<file path="config.mk">
export PLATFORM = sky130hd
export DESIGN_NAME = n_bits_seq_alu_flat
export DESIGN_NICKNAME = d
export VERILOG_FILES = /design/src/rtl/n_bits_seq_alu_pkg.sv /design/src/rtl/n_bits_seq_alu_if.sv /design/src/rtl/n_bits_seq_alu_mul_div.sv /design/src/rtl/n_bits_seq_alu.sv /design/src/flat_wrapper.sv
export SDC_FILE = /design/constraint.sdc
export NUM_CORES = 1
export LEC_CHECK = 0
export ABC_AREA = 1
export CAP_MARGIN = 5
export CORE_MARGIN = 2
export CORE_UTILIZATION = 62
export DETAILED_ROUTE_END_ITERATION = 6
export GPL_TIMING_DRIVEN = 0
export PLACE_DENSITY = 0.85
export SLEW_MARGIN = 30
export SYNTH_ARGS = -nofsm -noshare
export SYNTH_HDL_FRONTEND = slang
export SYNTH_SLANG_ARGS = --single-unit
</file>
<file path="constraint.sdc">
create_clock -name CLK -period 5.39 [get_ports CLK]
set_input_delay 1.078 -clock CLK [delete_from_list [all_inputs] [get_ports CLK]]
set_output_delay 1.078 -clock CLK [all_outputs]
set_load 0.02 [all_outputs]
</file>
<file path="src/rtl/n_bits_seq_alu_pkg.sv">
// Shared types and constants for the sequential ALU.
package nark_alu_pkg;

    typedef enum logic [2:0] {
        OpAdd   = 3'b000,
        OpSub   = 3'b001,
        OpMul   = 3'b010,
        OpPassB = 3'b011,
        OpDiv   = 3'b100,
        OpMod   = 3'b101,
        OpRsv6  = 3'b110,
        OpRsv7  = 3'b111
    } alu_op_t;

    typedef enum logic [1:0] {
        StIdle,
        StCalc,
        StDone
    } alu_state_t;

    localparam int unsigned FLAG_N = 0;
    localparam int unsigned FLAG_Z = 1;
    localparam int unsigned FLAG_C = 2;
    localparam int unsigned FLAG_V = 3;

endpackage

</file>
<file path="src/rtl/n_bits_seq_alu_if.sv">
// Request/response bundle of the sequential ALU.
interface n_bits_seq_alu_if #(
    parameter int unsigned BITS = 24
);
    logic            IN_VALID;
    logic            IN_READY;
    logic [BITS-1:0] A;
    logic [BITS-1:0] B;
    logic            CIN;
    logic [2:0]      OP;
    logic            OUT_VALID;
    logic            OUT_READY;
    logic [BITS-1:0] RST;
    logic            COUT;
    logic [3:0]      FLAGS;
    logic            ERR;

    modport master (
        output IN_VALID, A, B, CIN, OP, OUT_READY,
        input  IN_READY, OUT_VALID, RST, COUT, FLAGS, ERR
    );

    modport slave (
        input  IN_VALID, A, B, CIN, OP, OUT_READY,
        output IN_READY, OUT_VALID, RST, COUT, FLAGS, ERR
    );
endinterface

</file>
<file path="src/rtl/n_bits_seq_alu_mul_div.sv">
// Iterative shift unit shared by MUL (shift-add) and DIV/MOD (restoring).
// lo/hi hold product low/high halves, or quotient/remainder.
// Divide path only present when ALU_DIV_EN is defined.
module seq_mul_div_unit #(
    parameter int unsigned BITS = 24
) (
    input  logic            clk,
    input  logic            rst_n,
    input  logic            start,
`ifdef ALU_DIV_EN
    input  logic            is_div,
`endif
    input  logic [BITS-1:0] a,
    input  logic [BITS-1:0] b,
    output logic            done,
    output logic [BITS-1:0] lo,
    output logic [BITS-1:0] hi
);
    localparam int unsigned CNT_W = $clog2(BITS + 1);

    logic [BITS-1:0]  acc_q, acc_d;
    logic [BITS-1:0]  mq_q, mq_d;
    logic [BITS-1:0]  b_q, b_d;
    logic [CNT_W-1:0] cnt_q, cnt_d;
    logic [BITS:0]    sum;
`ifdef ALU_DIV_EN
    logic             div_q, div_d;
    logic [BITS:0]    shifted;
`endif

    assign done = (cnt_q == CNT_W'(BITS));
    assign lo   = mq_q;
    assign hi   = acc_q;

    // One shift/add or shift/subtract step per cycle until BITS steps are done.
    always_comb begin
        acc_d = acc_q;
        mq_d  = mq_q;
        b_d   = b_q;
        cnt_d = cnt_q;
        sum   = {1'b0, acc_q} + (mq_q[0] ? {1'b0, b_q} : '0);
`ifdef ALU_DIV_EN
        div_d   = div_q;
        shifted = {acc_q, mq_q[BITS-1]};
`endif
        if (start) begin
            acc_d = '0;
            mq_d  = a;
            b_d   = b;
            cnt_d = '0;
`ifdef ALU_DIV_EN
            div_d = is_div;
`endif
        end else if (!done) begin
            cnt_d = cnt_q + CNT_W'(1);
`ifdef ALU_DIV_EN
            if (div_q) begin
                // Divisor of zero always "fits": quotient all ones, remainder = A.
                if (shifted >= {1'b0, b_q}) begin
                    acc_d = shifted[BITS-1:0] - b_q;
                    mq_d  = {mq_q[BITS-2:0], 1'b1};
                end else begin
                    acc_d = shifted[BITS-1:0];
                    mq_d  = {mq_q[BITS-2:0], 1'b0};
                end
            end else begin
                acc_d = sum[BITS:1];
                mq_d  = {sum[0], mq_q[BITS-1:1]};
            end
`else
            acc_d = sum[BITS:1];
            mq_d  = {sum[0], mq_q[BITS-1:1]};
`endif
        end
    end

    // Datapath registers; counter parks at BITS so the unit idles as done.
    always_ff @(posedge clk or negedge rst_n) begin
        if (!rst_n) begin
            acc_q <= '0;
            mq_q  <= '0;
            b_q   <= '0;
            cnt_q <= CNT_W'(BITS);
`ifdef ALU_DIV_EN
            div_q <= 1'b0;
`endif
        end else begin
            acc_q <= acc_d;
            mq_q  <= mq_d;
            b_q   <= b_d;
            cnt_q <= cnt_d;
`ifdef ALU_DIV_EN
            div_q <= div_d;
`endif
        end
    end

endmodule

</file>
<file path="src/rtl/n_bits_seq_alu.sv">
// Multi-cycle ALU: IDLE/CALC/DONE handshake FSM, add/sub path, flag logic.
// ALU_DIV_EN enables DIV/MOD; otherwise they complete as reserved ops.
module n_bits_seq_alu
    import nark_alu_pkg::*;
#(
    parameter int unsigned BITS = 24
) (
    input logic             CLK,
    input logic             NRST,
    n_bits_seq_alu_if.slave bus
);
    alu_state_t      state_q, state_d;
    alu_op_t         op_q;
    logic [BITS-1:0] a_q, b_q;
    logic            cin_q;
    logic            step_q;
    logic [BITS-1:0] rst_q, res;
    logic [3:0]      flags_q, flags;
    logic            cout_q, cout, err_q, err;

    logic            accept, iter_op, calc_done, unit_done;
    logic [BITS-1:0] unit_lo, unit_hi, b_eff;
    logic [BITS:0]   sum;

    assign accept        = bus.IN_VALID && (state_q == StIdle);
    assign bus.IN_READY  = (state_q == StIdle);
    assign bus.OUT_VALID = (state_q == StDone);
    assign bus.RST       = rst_q;
    assign bus.FLAGS     = flags_q;
    assign bus.COUT      = cout_q;
    assign bus.ERR       = err_q;

    seq_mul_div_unit #(
        .BITS (BITS)
    ) u_mul_div (
        .clk    (CLK),
        .rst_n  (NRST),
        .start  (accept),
`ifdef ALU_DIV_EN
        .is_div (bus.OP[2]),
`endif
        .a      (bus.A),
        .b      (bus.B),
        .done   (unit_done),
        .lo     (unit_lo),
        .hi     (unit_hi)
    );

`ifdef ALU_DIV_EN
    assign iter_op = (op_q == OpMul) || (op_q == OpDiv) || (op_q == OpMod);
`else
    assign iter_op = (op_q == OpMul);
`endif
    // Single-cycle ops spend one step in CALC so latency matches the iterative path.
    assign calc_done = iter_op ? unit_done : step_q;

    // Next-state logic for the handshake FSM.
    always_comb begin
        state_d = state_q;
        case (state_q)
            StIdle:  if (bus.IN_VALID) state_d = StCalc;
            StCalc:  if (calc_done) state_d = StDone;
            StDone:  if (bus.OUT_READY) state_d = StIdle;
            default: state_d = StIdle;
        endcase
    end

    // Result and flag selection from the latched operation.
    always_comb begin
        b_eff = (op_q == OpSub) ? ~b_q : b_q;
        sum   = {1'b0, a_q} + {1'b0, b_eff} + {{BITS{1'b0}}, cin_q};
        res   = '0;
        flags = '0;
        cout  = 1'b0;
        err   = 1'b0;
        case (op_q)
            OpAdd, OpSub: begin
                res           = sum[BITS-1:0];
                cout          = sum[BITS];
                flags[FLAG_C] = sum[BITS];
                flags[FLAG_V] = (a_q[BITS-1] == b_eff[BITS-1]) &&
                                (sum[BITS-1] != a_q[BITS-1]);
            end
            OpMul: begin
                res           = unit_lo;
                flags[FLAG_C] = |unit_hi;
            end
            OpPassB: res = b_q;
`ifdef ALU_DIV_EN
            OpDiv: begin
                res           = unit_lo;
                flags[FLAG_V] = (b_q == '0);
            end
            OpMod: begin
                res           = unit_hi;
                flags[FLAG_V] = (b_q == '0);
            end
`endif
            default: err = 1'b1;
        endcase
        flags[FLAG_N] = res[BITS-1];
        flags[FLAG_Z] = (res == '0);
    end

    // State, operand latches and held result registers.
    always_ff @(posedge CLK or negedge NRST) begin
        if (!NRST) begin
            state_q <= StIdle;
            op_q    <= OpAdd;
            a_q     <= '0;
            b_q     <= '0;
            cin_q   <= 1'b0;
            step_q  <= 1'b0;
            rst_q   <= '0;
            flags_q <= '0;
            cout_q  <= 1'b0;
            err_q   <= 1'b0;
        end else begin
            state_q <= state_d;
            if (accept) begin
                op_q   <= alu_op_t'(bus.OP);
                a_q    <= bus.A;
                b_q    <= bus.B;
                cin_q  <= bus.CIN;
                step_q <= 1'b0;
            end else if (state_q == StCalc) begin
                step_q <= 1'b1;
            end
            if ((state_q == StCalc) && calc_done) begin
                rst_q   <= res;
                flags_q <= flags;
                cout_q  <= cout;
                err_q   <= err;
            end
        end
    end

endmodule

</file>
<file path="src/flat_wrapper.sv">
// flat-port wrapper written by rule: the top's interface ports become plain ports
module n_bits_seq_alu_flat import nark_alu_pkg::*;
#(
    parameter int unsigned BITS = 24
)
  (CLK, NRST, bus_IN_VALID, bus_A, bus_B, bus_CIN, bus_OP, bus_OUT_READY, bus_IN_READY, bus_OUT_VALID, bus_RST, bus_COUT, bus_FLAGS, bus_ERR);
  n_bits_seq_alu_if #(.BITS(BITS)) bus_i ();
  input logic CLK;
  input logic NRST;
  input wire logic [$bits(bus_i.IN_VALID)-1:0] bus_IN_VALID;
  input wire logic [$bits(bus_i.A)-1:0] bus_A;
  input wire logic [$bits(bus_i.B)-1:0] bus_B;
  input wire logic [$bits(bus_i.CIN)-1:0] bus_CIN;
  input wire logic [$bits(bus_i.OP)-1:0] bus_OP;
  input wire logic [$bits(bus_i.OUT_READY)-1:0] bus_OUT_READY;
  output wire logic [$bits(bus_i.IN_READY)-1:0] bus_IN_READY;
  output wire logic [$bits(bus_i.OUT_VALID)-1:0] bus_OUT_VALID;
  output wire logic [$bits(bus_i.RST)-1:0] bus_RST;
  output wire logic [$bits(bus_i.COUT)-1:0] bus_COUT;
  output wire logic [$bits(bus_i.FLAGS)-1:0] bus_FLAGS;
  output wire logic [$bits(bus_i.ERR)-1:0] bus_ERR;
  assign bus_i.IN_VALID = bus_IN_VALID;
  assign bus_i.A = bus_A;
  assign bus_i.B = bus_B;
  assign bus_i.CIN = bus_CIN;
  assign bus_i.OP = bus_OP;
  assign bus_i.OUT_READY = bus_OUT_READY;
  assign bus_IN_READY = bus_i.IN_READY;
  assign bus_OUT_VALID = bus_i.OUT_VALID;
  assign bus_RST = bus_i.RST;
  assign bus_COUT = bus_i.COUT;
  assign bus_FLAGS = bus_i.FLAGS;
  assign bus_ERR = bus_i.ERR;
  n_bits_seq_alu #(.BITS(BITS)) u_core (.CLK(CLK), .NRST(NRST), .bus(bus_i));
endmodule
</file>
; Yosys cells after proc, flatten, opt, wreduce, memory -nomap -nowiden
; Cells that the tools add are included.
[word_totals]
regBits = 138
output_inout_bits = 32
wordCells = 61
[classes]
n_addsub = 4
eq_ne = 12
mux = 20
bitwise = 1
reduce_logical = 11
[op_table]
columns = cell, count
row1 = $mux W24, 6
row2 = $pmux W24 S3, 1
row3 = $add A24 B24 Y25, 2
row4 = $add A25 B1 Y25, 1
row5 = $logic_not A24 Y1, 1
row6 = $not A24 Y24, 1
row7 = $reduce_or A24 Y1, 1
row8 = $mux W5, 2
row9 = $eq A3 B2 Y1 const B, 2
row10 = $mux W1, 6
row11 = $mux W2, 3
row12 = $pmux W2 S3, 1
row13 = $add A5 B1 Y5 const B, 1
row14 = $eq A5 B5 Y1 const B, 1
row15 = $ne A2 B1 Y1 const B, 2
row16 = $ne A2 B2 Y1 const B, 2
row17 = $reduce_or A4 Y1, 1
row18 = $eq A3 B1 Y1 const B, 1
row19 = $logic_and A1 B1 Y1, 3
row20 = $logic_not A3 Y1, 1
row21 = $reduce_and A3 Y1, 1
row22 = $eq A2 B1 Y1 const B, 1
row23 = $eq A2 B2 Y1 const B, 1
row24 = $logic_not A2 Y1, 1
row25 = other kinds (5), 5

; Longest topological paths before layout
; Gate-level depths: netlist (run 1).
[logic_depth]
word_depth = 7
ltp_mapped = 23
ltp_nobuf = 22

; Hierarchy
; Synthesis (run 1) repeated with hierarchy kept, for this count alone.
[unflattened]
hier_cells = 1593
area_unflattened_um2 = 10895.4
[by_module_without_submodules]
columns = module, n_inst, cells_each, area_each_um2
row1 = n_bits_seq_alu, 1, 855, 5760.5
row2 = seq_mul_div_unit, 1, 738, 5134.9

; Least setup slack after synthesis (run 1)
; Ideal clock, no wire load.
[synth_path]
kind = flip-flop to flip-flop
from = register u_core.op_q[2]
to = register u_core.flags_q[1], in the netlist u_core.bus.FLAGS[1]
setup_time_ns = 0.066
arrival_ns = 2.958
required_ns = 5.324
setup_slack_ns = 2.367
path_stages_with_launch = 23
n_path_buf = 1
period_less_slack_ns = 3.023
path_cell_list = dfrtp_1 nor2_2 nand2_4 buf_2 xnor2_1 fa_1 inv_1 fa_1 inv_1 nand2_1 nand2_1 nand3_1 nand2_1 nand2_1 nand2_1 nand2_1 nand2_1 nand2_1 nand3_1 nand3_1 nor2_1 nand3_1 nand2_1
[synth_via]
elab_chain_len = 6
[synth_rtl]
columns = item, line
row1 = "start, declared", n_bits_seq_alu.sv:13  ; alu_op_t op_q;
row2 = "start signal, assigned", n_bits_seq_alu.sv:109  ; op_q <= OpAdd;
row3 = "start signal, assigned", n_bits_seq_alu.sv:121  ; op_q <= alu_op_t'(bus.OP);
row4 = $eq A3 B1 Y1, "n_bits_seq_alu.sv:70, n_bits_seq_alu.sv:76"
row5 = $mux W24, n_bits_seq_alu.sv:70  ; b_eff = (op_q == OpSub) ? ~b_q : b_q;
row6 = $add A24 B24 Y25, n_bits_seq_alu.sv:71  ; sum = {1'b0, a_q} + {1'b0, b_eff} + {{BITS{1'b0}}, cin_q};
row7 = $add A25 B1 Y25, n_bits_seq_alu.sv:71
row8 = $pmux W24 S3, n_bits_seq_alu.sv:76  ; case (op_q)
row9 = $logic_not A24 Y1, n_bits_seq_alu.sv:102  ; flags[FLAG_Z] = (res == '0);
row10 = "end signal, assigned", n_bits_seq_alu.sv:131  ; flags_q <= flags;
row11 = "end, declared", n_bits_seq_alu.sv:18  ; logic [3:0] flags_q, flags;
; Several ways; a longest one is shown, not always the timed one.
; A chain may end at the register's enable or synchronous reset.

; Final worst setup path (run 1)
; Ends and elaborated chain as after synthesis.

==> results of run 1 <==
## per-stage QoR
step	util (%)	total power (W)	setup TNS (ns)	hold WS (ns)
finish	75.89	0.008244	0	0.4786
detailed placement	71.48	0.006788	0	0.4654
floorplan	-	0.005382	0	0.4530
global route	75.89	0.008943	0	0.5079
global placement	71.26	0.006648	-284.44	0.4636
CTS	75.89	0.008120	0	0.4831
## logic make-up (layout without fill, tap and decap cells)
logic type	Yosys count	in the layout	share of synthesized area, %
buf+inv	278	398	11.68
simple gates	640	640	28.25
compound gates	207	207	13.07
flops	137	137	37.07
xor+xnor	28	28	2.650
fa+ha+maj	52	52	7.273
## cell usage after synthesis (all sizes together)
| master | instances |
|---|---|
| a21boi | 3 |
| a21o | 5 |
| a21oi | 55 |
| a221oi | 1 |
| a31oi | 3 |
| a32o | 1 |
| buf | 14 |
| clkbuf | 24 |
| clkinv | 2 |
| dfrtp | 135 |
| dfstp | 2 |
| fa | 3 |
| ha | 49 |
| inv | 238 |
| nand2 | 460 |
| nand3 | 68 |
| nand3b | 7 |
| nand4 | 13 |
| nor2 | 78 |
| nor3 | 7 |
| nor4 | 4 |
| o211ai | 1 |
| o21ai | 80 |
| o21bai | 8 |
| o221ai | 22 |
| o22ai | 27 |
| o31ai | 1 |
| or2 | 3 |
| xnor2 | 8 |
| xor2 | 20 |
## layout by cell type, fill, tap and decap left out, types with 2 or more instances in the layout
cell / netlist / layout
a21boi_1: 2 / 2
a21o_1: 5 / 5
a21oi_1: 55 / 55
a31oi_1: 3 / 3
buf_1: 4 / 4
buf_2: 5 / 5
buf_4: 2 / 2
buf_6: 3 / 3
bufinv_16: 0 / 4
clkbuf_1: 23 / 23
clkbuf_16: 0 / 17
clkdlybuf4s50_1: 0 / 86
clkinv_1: 2 / 2
clkinv_4: 0 / 5
dfrtp_1: 135 / 135
dfstp_2: 2 / 2
fa_1: 3 / 3
ha_1: 49 / 49
inv_1: 237 / 237
inv_6: 0 / 4
nand2_1: 456 / 456
nand2_4: 3 / 3
nand3_1: 67 / 67
nand3b_1: 7 / 7
nand4_1: 13 / 13
nor2_1: 75 / 75
nor2_2: 2 / 2
nor3_1: 7 / 7
nor4_1: 4 / 4
o21ai_0: 79 / 79
o21bai_1: 8 / 8
o221ai_1: 22 / 22
o22ai_1: 27 / 27
or2_2: 2 / 2
xnor2_1: 8 / 8
xor2_1: 20 / 20
## layout make-up
class                           count  area share (%)
Tap cell                          184           2.087
Clock inverter                     15           1.951
Buffer                             38           1.634
Sequential cell                   137           31.11
Inverter                          240           8.168
Clock buffer                       17           3.857
Multi-Input combinational cell    927           43.01
Timing Repair Buffer               88           8.191
## sequential cells by signal, indices dropped and copies added, names as in the netlist
register	cells
u_core.cin_q	1
u_core.bus.FLAGS	4
u_core.bus.COUT	1
u_core.op_q	3
u_core.u_mul_div.hi	24
u_core.a_q	24
u_core.bus.RST	23
u_core.u_mul_div.lo	24
u_core.bus.ERR	1
u_core.b_q	24
u_core.u_mul_div.cnt_q	5
u_core.step_q	1
u_core.state_q	2
## worst paths after layout
kind | start | end | slack (ns) | cells past startpoint
worst max-delay path | u_core.op_q[2] | u_core.bus.FLAGS[1] | 1.49 | 22
worst min-delay path | u_core.bus.RST[18] | u_core.bus.RST[18] | 0.48 | 1
worst max register to register | u_core.op_q[2] | u_core.bus.FLAGS[1] | 1.49 | 22
worst min register to register | u_core.bus.RST[18] | u_core.bus.RST[18] | 0.48 | 1
max in group asynchronous | NRST | u_core.u_mul_div.cnt_q[3] | 4.10 | 2
min in group asynchronous | NRST | u_core.u_mul_div.hi[10] | 0.53 | 1
## metal layers
metal | vias up | part of all wire (%) | wire length, um
met5 | - | 0 | 0
met1 | 4304 | 43 | 11940
li1 | 4462 | - | -
met4 | 0 | 3.2 | 888
met2 | 480 | 44 | 12040
met3 | 63 | 10 | 2797
## power groups by stage
stage / Clock [W] / Sequential (W) / Combinational (W)
2_1_floorplan: 0 / 0.00179 / 0.00360
3_3_place_gp: 0 / 0.00176 / 0.00489
3_5_place_dp: 0 / 0.00177 / 0.00502
4_1_cts: 0.00128 / 0.00176 / 0.00508
5_1_grt: 0.00133 / 0.00182 / 0.00580
6_report: 0.00129 / 0.00177 / 0.00519
==> run_summary.xml, run 1 <==
<?xml version="1.0" encoding="UTF-8"?>
<metrics>
  <group name="floorplan">
    <metric name="die_area" unit="um2">15920</metric>
    <metric name="initial_utilization" unit="%">63.68</metric>
    <metric name="core_footprint" unit="um2">14530</metric>
    <metric name="top_level_pins" unit="">88</metric>
    <metric name="num_rows" unit="">44</metric>
    <metric name="fp.dieH" unit="um">126.2</metric>
    <metric name="die-width" unit="um">126.2</metric>
  </group>
  <group name="layout">
    <metric name="nets" unit="">1557</metric>
    <metric name="fillCellCount" unit="">1159</metric>
    <metric name="multiInputGateArea" unit="um2">4743</metric>
    <metric name="diode_count" unit="">0</metric>
    <metric name="final_cell_area" unit="um2">11030</metric>
    <metric name="regArea" unit="um2">3431</metric>
    <metric name="final_cell_count_no_fill" unit="">1646</metric>
    <metric name="final_layout_size_suffix_gt1_share" unit="%">3.967</metric>
    <metric name="area_delta_synth_final" unit="%">19.17</metric>
  </group>
  <group name="grt">
    <metric name="grt_util_met1" unit="%">51.23</metric>
    <metric name="grt_max_degree" unit="">85</metric>
    <metric name="grt_antenna_before_repair" unit="">0</metric>
    <metric name="grt-ovfl-total" unit="">0</metric>
    <metric name="global_route_wire_length_before_repair" unit="mm">44.45</metric>
    <metric name="busiest_layer_in_global_routing" unit="">met2</metric>
    <metric name="global_route.usage.total" unit="%">35.81</metric>
    <metric name="globalRouteMet2Util" unit="%">53.23</metric>
    <metric name="grt.met3_usage" unit="%">8.794</metric>
    <metric name="grt_pass1_vias" unit="">8726</metric>
  </group>
  <group name="clocking">
    <metric name="cts_sinks" unit="">137</metric>
    <metric name="cts.root.buffer_cell" unit="">clkbuf_16</metric>
    <metric name="cts.reportedPaths.clkPinSlew" unit="ns">0.06</metric>
    <metric name="cts.hold.buffers_added" unit="">0</metric>
    <metric name="clock_path_buffers" unit="">2</metric>
    <metric name="cts-buffers-inserted" unit="">17</metric>
    <metric name="insertion_delay" unit="ns">0.44</metric>
    <metric name="h_tree_levels" unit="">4</metric>
    <metric name="cts_post_setup_buffers_inserted" unit="">0</metric>
    <metric name="clock_tree_from_tritoncts" unit="">yes</metric>
    <metric name="ctsResizeCount" unit="">0</metric>
  </group>
  <group name="timing">
    <metric name="grt_setup_unrepaired" unit="">false</metric>
    <metric name="fmax" unit="MHz">256.7</metric>
    <metric name="finalMaxSlewViolations" unit="">0</metric>
    <metric name="min_period_over_period" unit="%">72.27</metric>
    <metric name="timing.final.ws_setup" unit="ns">1.495</metric>
    <metric name="timing.max_slew.rel_slack" unit="%">48.92</metric>
    <metric name="final-setup-viol-count" unit="">0</metric>
    <metric name="timing.final.crit_period" unit="ns">3.895</metric>
    <metric name="hold_violations" unit="">0</metric>
    <metric name="clock-skew-final" unit="ns">0.01214</metric>
    <metric name="worst_max_slew_pin_slew" unit="ns">0.7661</metric>
  </group>
  <group name="synth">
    <metric name="syn_area_per_cell" unit="um2">6.897</metric>
    <metric name="syn-num-nets" unit="">1450</metric>
    <metric name="post_synth_main_area_contributors" unit="">dfrtp_1, nand2_1, inv_1</metric>
    <metric name="yosysTopAreaCell" unit="">dfrtp_1</metric>
    <metric name="synth-warning-count" unit="">0</metric>
    <metric name="fraction_of_the_yosys_area_taken_by_sequential_cells" unit="%">37.07</metric>
    <metric name="yosysUniqueCellTypes" unit="">43</metric>
    <metric name="synth_area" unit="um2">9255</metric>
    <metric name="netlist_instances" unit="">1342</metric>
    <metric name="synthDominantCellAreaShare" unit="%">36.50</metric>
    <metric name="synth-seq-cells" unit="">137</metric>
  </group>
  <group name="routing">
    <metric name="drc" unit="">0</metric>
    <metric name="drtIter0Drc" unit="">1083</metric>
    <metric name="wl_per_cell" unit="um">16.81</metric>
    <metric name="detail_route.vias_per_cell" unit="">5.656</metric>
    <metric name="final_antenna_violating_net_count" unit="">0</metric>
    <metric name="route.final.wire_length" unit="mm">27.67</metric>
    <metric name="count_of_tritonroute_iterations_in_the_first_routing_pass" unit="">6</metric>
    <metric name="detailroute.via_count" unit="">9309</metric>
  </group>
  <group name="placed_design">
    <metric name="placed_cell_area" unit="um2">10390</metric>
    <metric name="hpwlAfterDp" unit="mm">21.14</metric>
    <metric name="finalWeightedCongestion" unit="">0.9822</metric>
    <metric name="numPortBuffers" unit="">87</metric>
    <metric name="detailedPlace.worstSlack" unit="ns">1.563</metric>
    <metric name="instance_count_after_placement_with_tap_cells_included" unit="">1614</metric>
  </group>
  <group name="setup_path">
    <metric name="critPathRequiredTime" unit="ns">5.77</metric>
    <metric name="worstPathBufferInverterCount" unit="">3</metric>
    <metric name="start_kind" unit="">flop</metric>
    <metric name="critical_path.endpoint_type" unit="">flop</metric>
    <metric name="critical_path_arrival" unit="ns">4.27</metric>
    <metric name="critical_path_class" unit="">flop to flop</metric>
    <metric name="path_delay_family" unit="">simple AND/OR/NAND/NOR gates</metric>
    <metric name="worst_path_most_repeated_cell" unit="">nand2_1</metric>
    <metric name="crit_path_max_delay_cell_type" unit="">dfrtp_1</metric>
    <metric name="timing.critical_path.cells" unit="">nor2_2 &gt; nand2_4 &gt; buf_2 &gt; xnor2_1 &gt; fa_1 &gt; inv_1 &gt; fa_1 &gt; inv_1 &gt; nand2_1 &gt; nand2_1 &gt; nand3_1 &gt; nand2_1 &gt; nand2_1 &gt; nand3_1 &gt; nand2_1 &gt; nor2_1 &gt; nand2_1 &gt; nor2_1 &gt; nand3_1 &gt; nor2_1 &gt; nand3_1 &gt; nand2_1</metric>
    <metric name="max_stage_delay" unit="ns">0.48</metric>
    <metric name="critPathMaxFanout" unit="">10</metric>
  </group>
  <group name="power_and_ir_drop">
    <metric name="power_frac_comb" unit="%">62.9</metric>
    <metric name="internal_power" unit="W">0.004042</metric>
    <metric name="pwr_density_cell" unit="nW/um2">747.5</metric>
    <metric name="p_switching" unit="W">0.004202</metric>
    <metric name="sw_frac_of_total" unit="%">50.97</metric>
    <metric name="vdd.ir_drop.worst" unit="mV">0.4125</metric>
    <metric name="power.sequential.fraction" unit="%">21.5</metric>
    <metric name="static-leakage-power" unit="nW">5.967</metric>
    <metric name="clock_group_share_of_total_power" unit="%">15.6</metric>
  </group>
  <group name="hold_path">
    <metric name="min-delay-path-class" unit="">flop to flop</metric>
  </group>
  <group name="run">
    <metric name="maxCapViolCount" unit="">0</metric>
  </group>
  <group name="outcome">
    <metric name="status" unit="">finished, final reports clean</metric>
  </group>
</metrics>
No activity file was read; power rests on OpenSTA's default activity.
==> run 2, diff against run 1 <==
CORE_UTILIZATION = 59   (was 62)
PLACE_DENSITY = 0.82   (was 0.85)
clock period = 3.7 ns   (was 5.39 ns; I/O delays follow)
==> run_summary.xml, run 2 (synthesis gave the netlist of run 1 again) <==
<?xml version="1.0" encoding="UTF-8"?>
<metrics>
  <group name="clocking">
    <metric name="insertion_delay" unit="ns">0.44</metric>
    <metric name="clock_tree_from_tritoncts" unit="">yes</metric>
    <metric name="cts.root.buffer_cell" unit="">clkbuf_16</metric>
    <metric name="cts.reportedPaths.clkPinSlew" unit="ns">0.06</metric>
    <metric name="cts_sinks" unit="">137</metric>
    <metric name="h_tree_levels" unit="">4</metric>
    <metric name="cts-buffers-inserted" unit="">17</metric>
    <metric name="clock_path_buffers" unit="">2</metric>
  </group>
  <group name="layout">
    <metric name="diode_count" unit="">0</metric>
    <metric name="final_common_cell" unit="">nand2_1</metric>
    <metric name="final_layout_size_suffix_gt1_share" unit="%">4.172</metric>
    <metric name="regArea" unit="um2">3431</metric>
    <metric name="nets" unit="">1558</metric>
    <metric name="finish.utilization" unit="%">72.60</metric>
    <metric name="multiInputGateArea" unit="um2">4761</metric>
    <metric name="final_cell_mix" unit="">nand2_1, inv_1, dfrtp_1</metric>
    <metric name="fillCellCount" unit="">1247</metric>
    <metric name="area_delta_synth_final" unit="%">19.68</metric>
  </group>
  <group name="power_and_ir_drop">
    <metric name="pwr_density_cell" unit="nW/um2">1080</metric>
    <metric name="static-leakage-power" unit="nW">5.963</metric>
    <metric name="vdd.ir_drop.worst" unit="mV">0.6079</metric>
    <metric name="post_layout_power" unit="W">0.01196</metric>
  </group>
  <group name="floorplan">
    <metric name="num_rows" unit="">45</metric>
    <metric name="core_footprint" unit="um2">15260</metric>
    <metric name="initial_utilization" unit="%">60.66</metric>
    <metric name="fp.dieH" unit="um">129.2</metric>
    <metric name="top_level_pins" unit="">88</metric>
    <metric name="die_area" unit="um2">16700</metric>
    <metric name="die-width" unit="um">129.2</metric>
  </group>
  <group name="timing">
    <metric name="grt_setup_unrepaired" unit="">false</metric>
    <metric name="clock-skew-final" unit="ns">0.01023</metric>
    <metric name="worst_hold_slack" unit="ns">0.2043</metric>
    <metric name="final-setup-viol-count" unit="">0</metric>
    <metric name="hold_violations" unit="">0</metric>
    <metric name="timing.final.ws_setup" unit="ns">0.2736</metric>
    <metric name="min_period_over_period" unit="%">92.61</metric>
    <metric name="timing.final.crit_period" unit="ns">3.426</metric>
    <metric name="timing.max_slew.rel_slack" unit="%">51.54</metric>
    <metric name="finalMaxSlewViolations" unit="">0</metric>
    <metric name="fmax" unit="MHz">291.8</metric>
    <metric name="worst_max_slew_pin_slew" unit="ns">0.7268</metric>
  </group>
  <group name="setup_path">
    <metric name="start_kind" unit="">flop</metric>
    <metric name="critical_path_arrival" unit="ns">3.75</metric>
    <metric name="critical_path.endpoint_type" unit="">flop</metric>
    <metric name="reg2reg_depth" unit="">20</metric>
    <metric name="critPathMaxFanout" unit="">10</metric>
    <metric name="critPathRequiredTime" unit="ns">4.03</metric>
    <metric name="ff_to_ff_setup_slack" unit="ns">0.27</metric>
    <metric name="critical_path_class" unit="">flop to flop</metric>
  </group>
  <group name="placed_design">
    <metric name="detailedPlace.worstSlack" unit="ns">-0.08689</metric>
    <metric name="hpwlAfterDp" unit="mm">20.78</metric>
    <metric name="numPortBuffers" unit="">87</metric>
    <metric name="finalWeightedCongestion" unit="">0.9632</metric>
  </group>
  <group name="outcome">
    <metric name="status" unit="">finished, final reports clean</metric>
  </group>
  <group name="routing">
    <metric name="detailroute.via_count" unit="">9206</metric>
    <metric name="drc" unit="">0</metric>
    <metric name="detail_route.vias_per_cell" unit="">5.503</metric>
    <metric name="count_of_tritonroute_iterations_in_the_first_routing_pass" unit="">6</metric>
    <metric name="route.final.wire_length" unit="mm">27.32</metric>
    <metric name="wl_per_cell" unit="um">16.33</metric>
    <metric name="final_antenna_violating_net_count" unit="">0</metric>
    <metric name="drtIter0Drc" unit="">975</metric>
  </group>
  <group name="grt">
    <metric name="global_route.usage.total" unit="%">33.57</metric>
    <metric name="grt_antenna_before_repair" unit="">0</metric>
    <metric name="grt-ovfl-total" unit="">0</metric>
    <metric name="grt_pass1_vias" unit="">8501</metric>
    <metric name="global_route_wire_length_before_repair" unit="mm">43.07</metric>
    <metric name="grt_max_degree" unit="">83</metric>
  </group>
  <group name="hold_path">
    <metric name="min-delay-path-class" unit="">input port to async pin</metric>
  </group>
  <group name="run">
    <metric name="maxCapViolCount" unit="">0</metric>
  </group>
</metrics>
==> run 2: cell types whose count changed in the layout (fill, tap and decap cells not counted), sizes merged <==
cell	change
clkinvlp	+3
buf	+1
inv	-4
clkbuf	+3
clkinv	-3
==> run 2: critical path, stage by stage (launching register included) <==
cell and delay (ns):
dfrtp_1 0.48, nor2_4 0.15, nand2_4 0.12, buf_4 0.22, xnor2_2 0.15, fa_2 0.36
inv_1 0.09, fa_1 0.21, inv_1 0.06, nand2_1 0.05, nand2_1 0.09, nand3_1 0.11
nand2_2 0.11, nand2_1 0.09, nand3_1 0.08, nand2_1 0.11, a21oi_1 0.07, o21ai_0 0.33
o21ai_0 0.22, nand2_1 0.13, nand2_1 0.06
==> run 2: worst paths after layout <==
path,startpoint,end
hold reg to reg,u_core.bus.RST[10],u_core.bus.RST[10]
setup reg to reg,u_core.op_q[2],u_core.bus.FLAGS[2]
setup / recovery,u_core.op_q[2],u_core.bus.FLAGS[2]
max in group asynchronous,NRST,u_core.u_mul_div.cnt_q[3]
hold / removal,NRST,u_core.b_q[9]
min in group CLK,u_core.bus.RST[10],u_core.bus.RST[10]
==> run 2: what timing repair did <==
item,4_1_cts,5_1_grt
hold endpoints to repair,0,0
pin swaps,0,1
gates resized for setup,1,6
setup endpoints to repair,2,3
hold buffers,0,0
buffers inserted,0,1
==> run 2: routing by layer <==
metal / track usage (%) / vias up / share of wire (%) / routed length (um)
li1: - / 4467 / - / -
met1: 48.68 / 4254 / 45 / 12300
met2: 49.63 / 417 / 43 / 11710
met3: 6.193 / 68 / 8.2 / 2247
met4: 14.13 / 0 / 3.9 / 1054
met5: 0 / - / 0 / 0
==> run 2: where the power goes <==
part           switching, W  internal, W
combinational       0.00491      0.00261
clock              0.000691      0.00116
sequential         0.000432      0.00216
==> run 2: through the flow <==
step           instances  area [um2]  TNS (ns)
2_1_floorplan       1342        9255         0
3_3_place_gp        1640       10390   -474.38
3_5_place_dp        1641       10420  -0.09784
4_1_cts             1672       11050         0
5_1_grt             1673       11080         0
6_report            1673       11080         0
==> run 2: area by class of cell <==
| type | instances | area share, % |
|---|---|---|
| Tap cell | 211 | 2.383 |
| Sequential cell | 137 | 30.97 |
| Clock inverter | 11 | 1.536 |
| Timing Repair Buffer | 89 | 8.223 |
| Buffer | 38 | 1.649 |
| Inverter | 240 | 8.133 |
| Multi-Input combinational cell | 927 | 42.98 |
| Clock buffer | 20 | 4.123 |
==> run 3, diff against run 2 <==
CORE_UTILIZATION = 60   (was 59)
SYNTH_HIERARCHICAL = 1   (was unset)
==> run_summary.xml, run 3 <==
<?xml version="1.0" encoding="UTF-8"?>
<metrics>
  <group name="outcome">
    <metric name="status" unit="">finished, violations left</metric>
    <metric name="failed_checks" unit="">DRC</metric>
  </group>
  <group name="synth">
    <metric name="synthDominantCellAreaShare" unit="%">36.52</metric>
    <metric name="yosysTopAreaCell" unit="">dfrtp_1</metric>
    <metric name="synth.most_common_cell" unit="">nand2_1</metric>
    <metric name="post_synth_main_area_contributors" unit="">dfrtp_1, nand2_1, inv_1</metric>
    <metric name="syn_area_per_cell" unit="um2">6.840</metric>
    <metric name="synth-seq-cells" unit="">161</metric>
    <metric name="post_synth_most_frequent_cells" unit="">nand2_1, inv_1, dfrtp_1, nor2_1, nand3_1</metric>
    <metric name="number_of_enable_flip_flop_cells_after_synthesis" unit="">0</metric>
    <metric name="fraction_of_the_yosys_area_taken_by_sequential_cells" unit="%">37.00</metric>
    <metric name="syn-num-nets" unit="">1701</metric>
    <metric name="synth-warning-count" unit="">6</metric>
    <metric name="async_reset_ff_share" unit="%">100.0</metric>
    <metric name="synth_area" unit="um2">10900</metric>
    <metric name="yosysUniqueCellTypes" unit="">43</metric>
    <metric name="netlist_instances" unit="">1593</metric>
    <metric name="most_used_flip_flop_cell_after_synthesis" unit="">dfrtp_1</metric>
  </group>
  <group name="setup_path">
    <metric name="worstPathBufferInverterCount" unit="">2</metric>
    <metric name="critPathMaxFanout" unit="">10</metric>
    <metric name="critical_path_class" unit="">flop to flop</metric>
    <metric name="critical_path.endpoint_type" unit="">flop</metric>
    <metric name="start_kind" unit="">flop</metric>
    <metric name="path_delay_family" unit="">simple AND/OR/NAND/NOR gates</metric>
    <metric name="max_stage_delay" unit="ns">0.45</metric>
    <metric name="timing.critical_path.cells" unit="">nor2_4 &gt; buf_6 &gt; nand2_2 &gt; buf_2 &gt; xnor2_1 &gt; ha_1 &gt; nand2_2 &gt; nor2_2 &gt; nand3_1 &gt; nand3_1 &gt; nand2_1 &gt; nand3_1 &gt; nand2_1 &gt; nor2_1 &gt; nand3_1 &gt; nor2_1 &gt; nand2_1 &gt; nand2_1</metric>
    <metric name="crit_path_max_delay_cell_type" unit="">dfrtp_2</metric>
    <metric name="critical_path_arrival" unit="ns">3.84</metric>
    <metric name="critPathRequiredTime" unit="ns">4.06</metric>
  </group>
  <group name="clocking">
    <metric name="h_tree_levels" unit="">4</metric>
    <metric name="cts.root.buffer_cell" unit="">clkbuf_16</metric>
    <metric name="cts_sinks" unit="">161</metric>
    <metric name="cts-buffers-inserted" unit="">17</metric>
    <metric name="insertion_delay" unit="ns">0.43</metric>
    <metric name="clock_tree_from_tritoncts" unit="">yes</metric>
    <metric name="cts.reportedPaths.clkPinSlew" unit="ns">0.07</metric>
    <metric name="clock_path_buffers" unit="">2</metric>
  </group>
  <group name="layout">
    <metric name="nets" unit="">1812</metric>
    <metric name="final_layout_size_suffix_gt1_share" unit="%">8.212</metric>
    <metric name="finish.utilization" unit="%">71.07</metric>
    <metric name="final_cell_mix" unit="">nand2_1, inv_1, dfrtp_1</metric>
    <metric name="diode_count" unit="">0</metric>
    <metric name="final_common_cell" unit="">nand2_1</metric>
    <metric name="area_delta_synth_final" unit="%">16.78</metric>
  </group>
  <group name="grt">
    <metric name="global_route.usage.total" unit="%">34.67</metric>
    <metric name="grt_antenna_before_repair" unit="">0</metric>
    <metric name="grt_max_degree" unit="">88</metric>
    <metric name="grt-ovfl-total" unit="">0</metric>
    <metric name="grt_pass1_vias" unit="">10050</metric>
    <metric name="global_route_wire_length_before_repair" unit="mm">52.87</metric>
  </group>
  <group name="placed_design">
    <metric name="finalWeightedCongestion" unit="">0.9922</metric>
    <metric name="numPortBuffers" unit="">87</metric>
    <metric name="hpwlAfterDp" unit="mm">25.65</metric>
  </group>
  <group name="routing">
    <metric name="drtIter0Drc" unit="">1235</metric>
    <metric name="route.final.wire_length" unit="mm">33.18</metric>
    <metric name="detailroute.via_count" unit="">10810</metric>
    <metric name="count_of_tritonroute_iterations_in_the_first_routing_pass" unit="">7</metric>
    <metric name="drc" unit="">5</metric>
    <metric name="wl_per_cell" unit="um">17.05</metric>
    <metric name="final_antenna_violating_net_count" unit="">0</metric>
    <metric name="detail_route.vias_per_cell" unit="">5.554</metric>
  </group>
  <group name="timing">
    <metric name="worst_max_slew_pin_slew" unit="ns">0.7912</metric>
    <metric name="grt_setup_unrepaired" unit="">false</metric>
    <metric name="hold_violations" unit="">0</metric>
    <metric name="final-setup-viol-count" unit="">0</metric>
    <metric name="timing.final.crit_period" unit="ns">3.478</metric>
    <metric name="fmax" unit="MHz">287.5</metric>
    <metric name="timing.max_slew.rel_slack" unit="%">47.26</metric>
    <metric name="clock-skew-final" unit="ns">0.01107</metric>
    <metric name="min_period_over_period" unit="%">94.00</metric>
    <metric name="finalMaxSlewViolations" unit="">0</metric>
  </group>
  <group name="floorplan">
    <metric name="num_rows" unit="">49</metric>
    <metric name="fp.dieH" unit="um">138.8</metric>
    <metric name="die-width" unit="um">138.8</metric>
    <metric name="initial_utilization" unit="%">60.86</metric>
    <metric name="core_footprint" unit="um2">17900</metric>
    <metric name="die_area" unit="um2">19250</metric>
    <metric name="top_level_pins" unit="">88</metric>
  </group>
  <group name="hold_path">
    <metric name="min-delay-path-class" unit="">input port to async pin</metric>
  </group>
  <group name="power_and_ir_drop">
    <metric name="static-leakage-power" unit="nW">7.014</metric>
    <metric name="post_layout_power" unit="W">0.01315</metric>
    <metric name="pwr_density_cell" unit="nW/um2">1034</metric>
    <metric name="vdd.ir_drop.worst" unit="mV">0.6104</metric>
  </group>
  <group name="run">
    <metric name="maxCapViolCount" unit="">0</metric>
  </group>
</metrics>
run 3: changes by cell type in the layout (fill, tap and decap cells not counted), sizes merged, moves of 16 or more:
cell   before  now
o22ai      27    1
nand2     460  700
nor2       78  108
a21oi      55   32
a22oi       0   21
dfrtp     135  159
o21ai      80   39
inv       239  255
run 3: timing repair:
action,in CTS,in global routing
setup buffers,0,4
gates resized for setup,3,4
pin swaps,0,1
hold buffers,0,0
endpoints found under the setup margin,1,2
run 3: where the power goes:
group	leakage, nW	internal (W)	total (W)	switching, W
Sequential	2.00	0.00258	0.00323	0.000650
Combinational	4.74	0.00283	0.00815	0.00531
Clock	0.282	0.000972	0.00177	0.000802
run 3: layout make-up:
type	instances	area (um2)
clock buffer	19	442.9
multi-input combinational	1140	5731
timing repair buffer	92	933.4
sequential	161	4033
clock inverter	13	145.1
inverter	249	937.1
buffer	43	215.2
tap	229	286.5
fill	1528	5179
run 3: worst register-to-register path: stages (launching register included):
cell,delay [ns]
dfrtp_2,0.45
nor2_4,0.16
buf_6,0.19
nand2_2,0.14
buf_2,0.29
xnor2_1,0.19
ha_1,0.41
nand2_2,0.13
nor2_2,0.22
nand3_1,0.24
nand3_1,0.16
nand2_1,0.05
nand3_1,0.08
nand2_1,0.09
nor2_1,0.26
nand3_1,0.11
nor2_1,0.12
nand2_1,0.07
nand2_1,0.06
run 3: final timing paths:
kind / from / to / slack [ns] / depth (start not counted)
worst min register to register: u_core/u_mul_div/b_q[8] / u_core/u_mul_div/b_q[8] / 0.47 / 2
worst min-delay path: NRST / u_core/bus.RST[15] / 0.26 / 1
min in group CLK: u_core/u_mul_div/b_q[8] / u_core/u_mul_div/b_q[8] / 0.47 / 2
worst max-delay path: u_core/op_q[1] / u_core/bus.FLAGS[1] / 0.22 / 18
max in group asynchronous: NRST / u_core/u_mul_div/cnt_q[3] / 2.61 / 2
worst max register to register: u_core/op_q[1] / u_core/bus.FLAGS[1] / 0.22 / 18
run 3: layer usage:
| metal | GRT usage (%) | part of all wire (%) | vias to the layer above |
|---|---|---|---|
| met2 | 51.41 | 43 | 537 |
| met4 | 10.53 | 2.3 | 0 |
| met5 | 0 | 0 | - |
| met3 | 5.490 | 8.4 | 58 |
| li1 | - | - | 5172 |
| met1 | 52.57 | 46 | 5042 |
run 3: logic make-up after synthesis:
group / Yosys count / share of synthesized area [%]
and+or+nand+nor: 921 / 35.30
AOI/OAI and AO/OA: 139 / 8.751
xor gates and xnor gates: 28 / 2.251
adders and majority gates: 52 / 6.178
DFF: 161 / 37.00
buffers and inverters: 292 / 10.52
run 3: metrics by stage:
stage                     setup TNS (ns)  cells  cell area, um2  hold slack [ns]  setup slack (ns)
final                                  0   1946           12720           0.2606            0.2220
after floorplan                        0   1593           10900           0.4417            0.6287
after global routing                   0   1946           12720           0.2951           0.02384
after global placement           -731.55   1909           12050           0.4539            -4.578
after detailed placement         -0.1957   1910           12090           0.4589           -0.1957
after CTS                              0   1942           12680           0.2815           0.03743
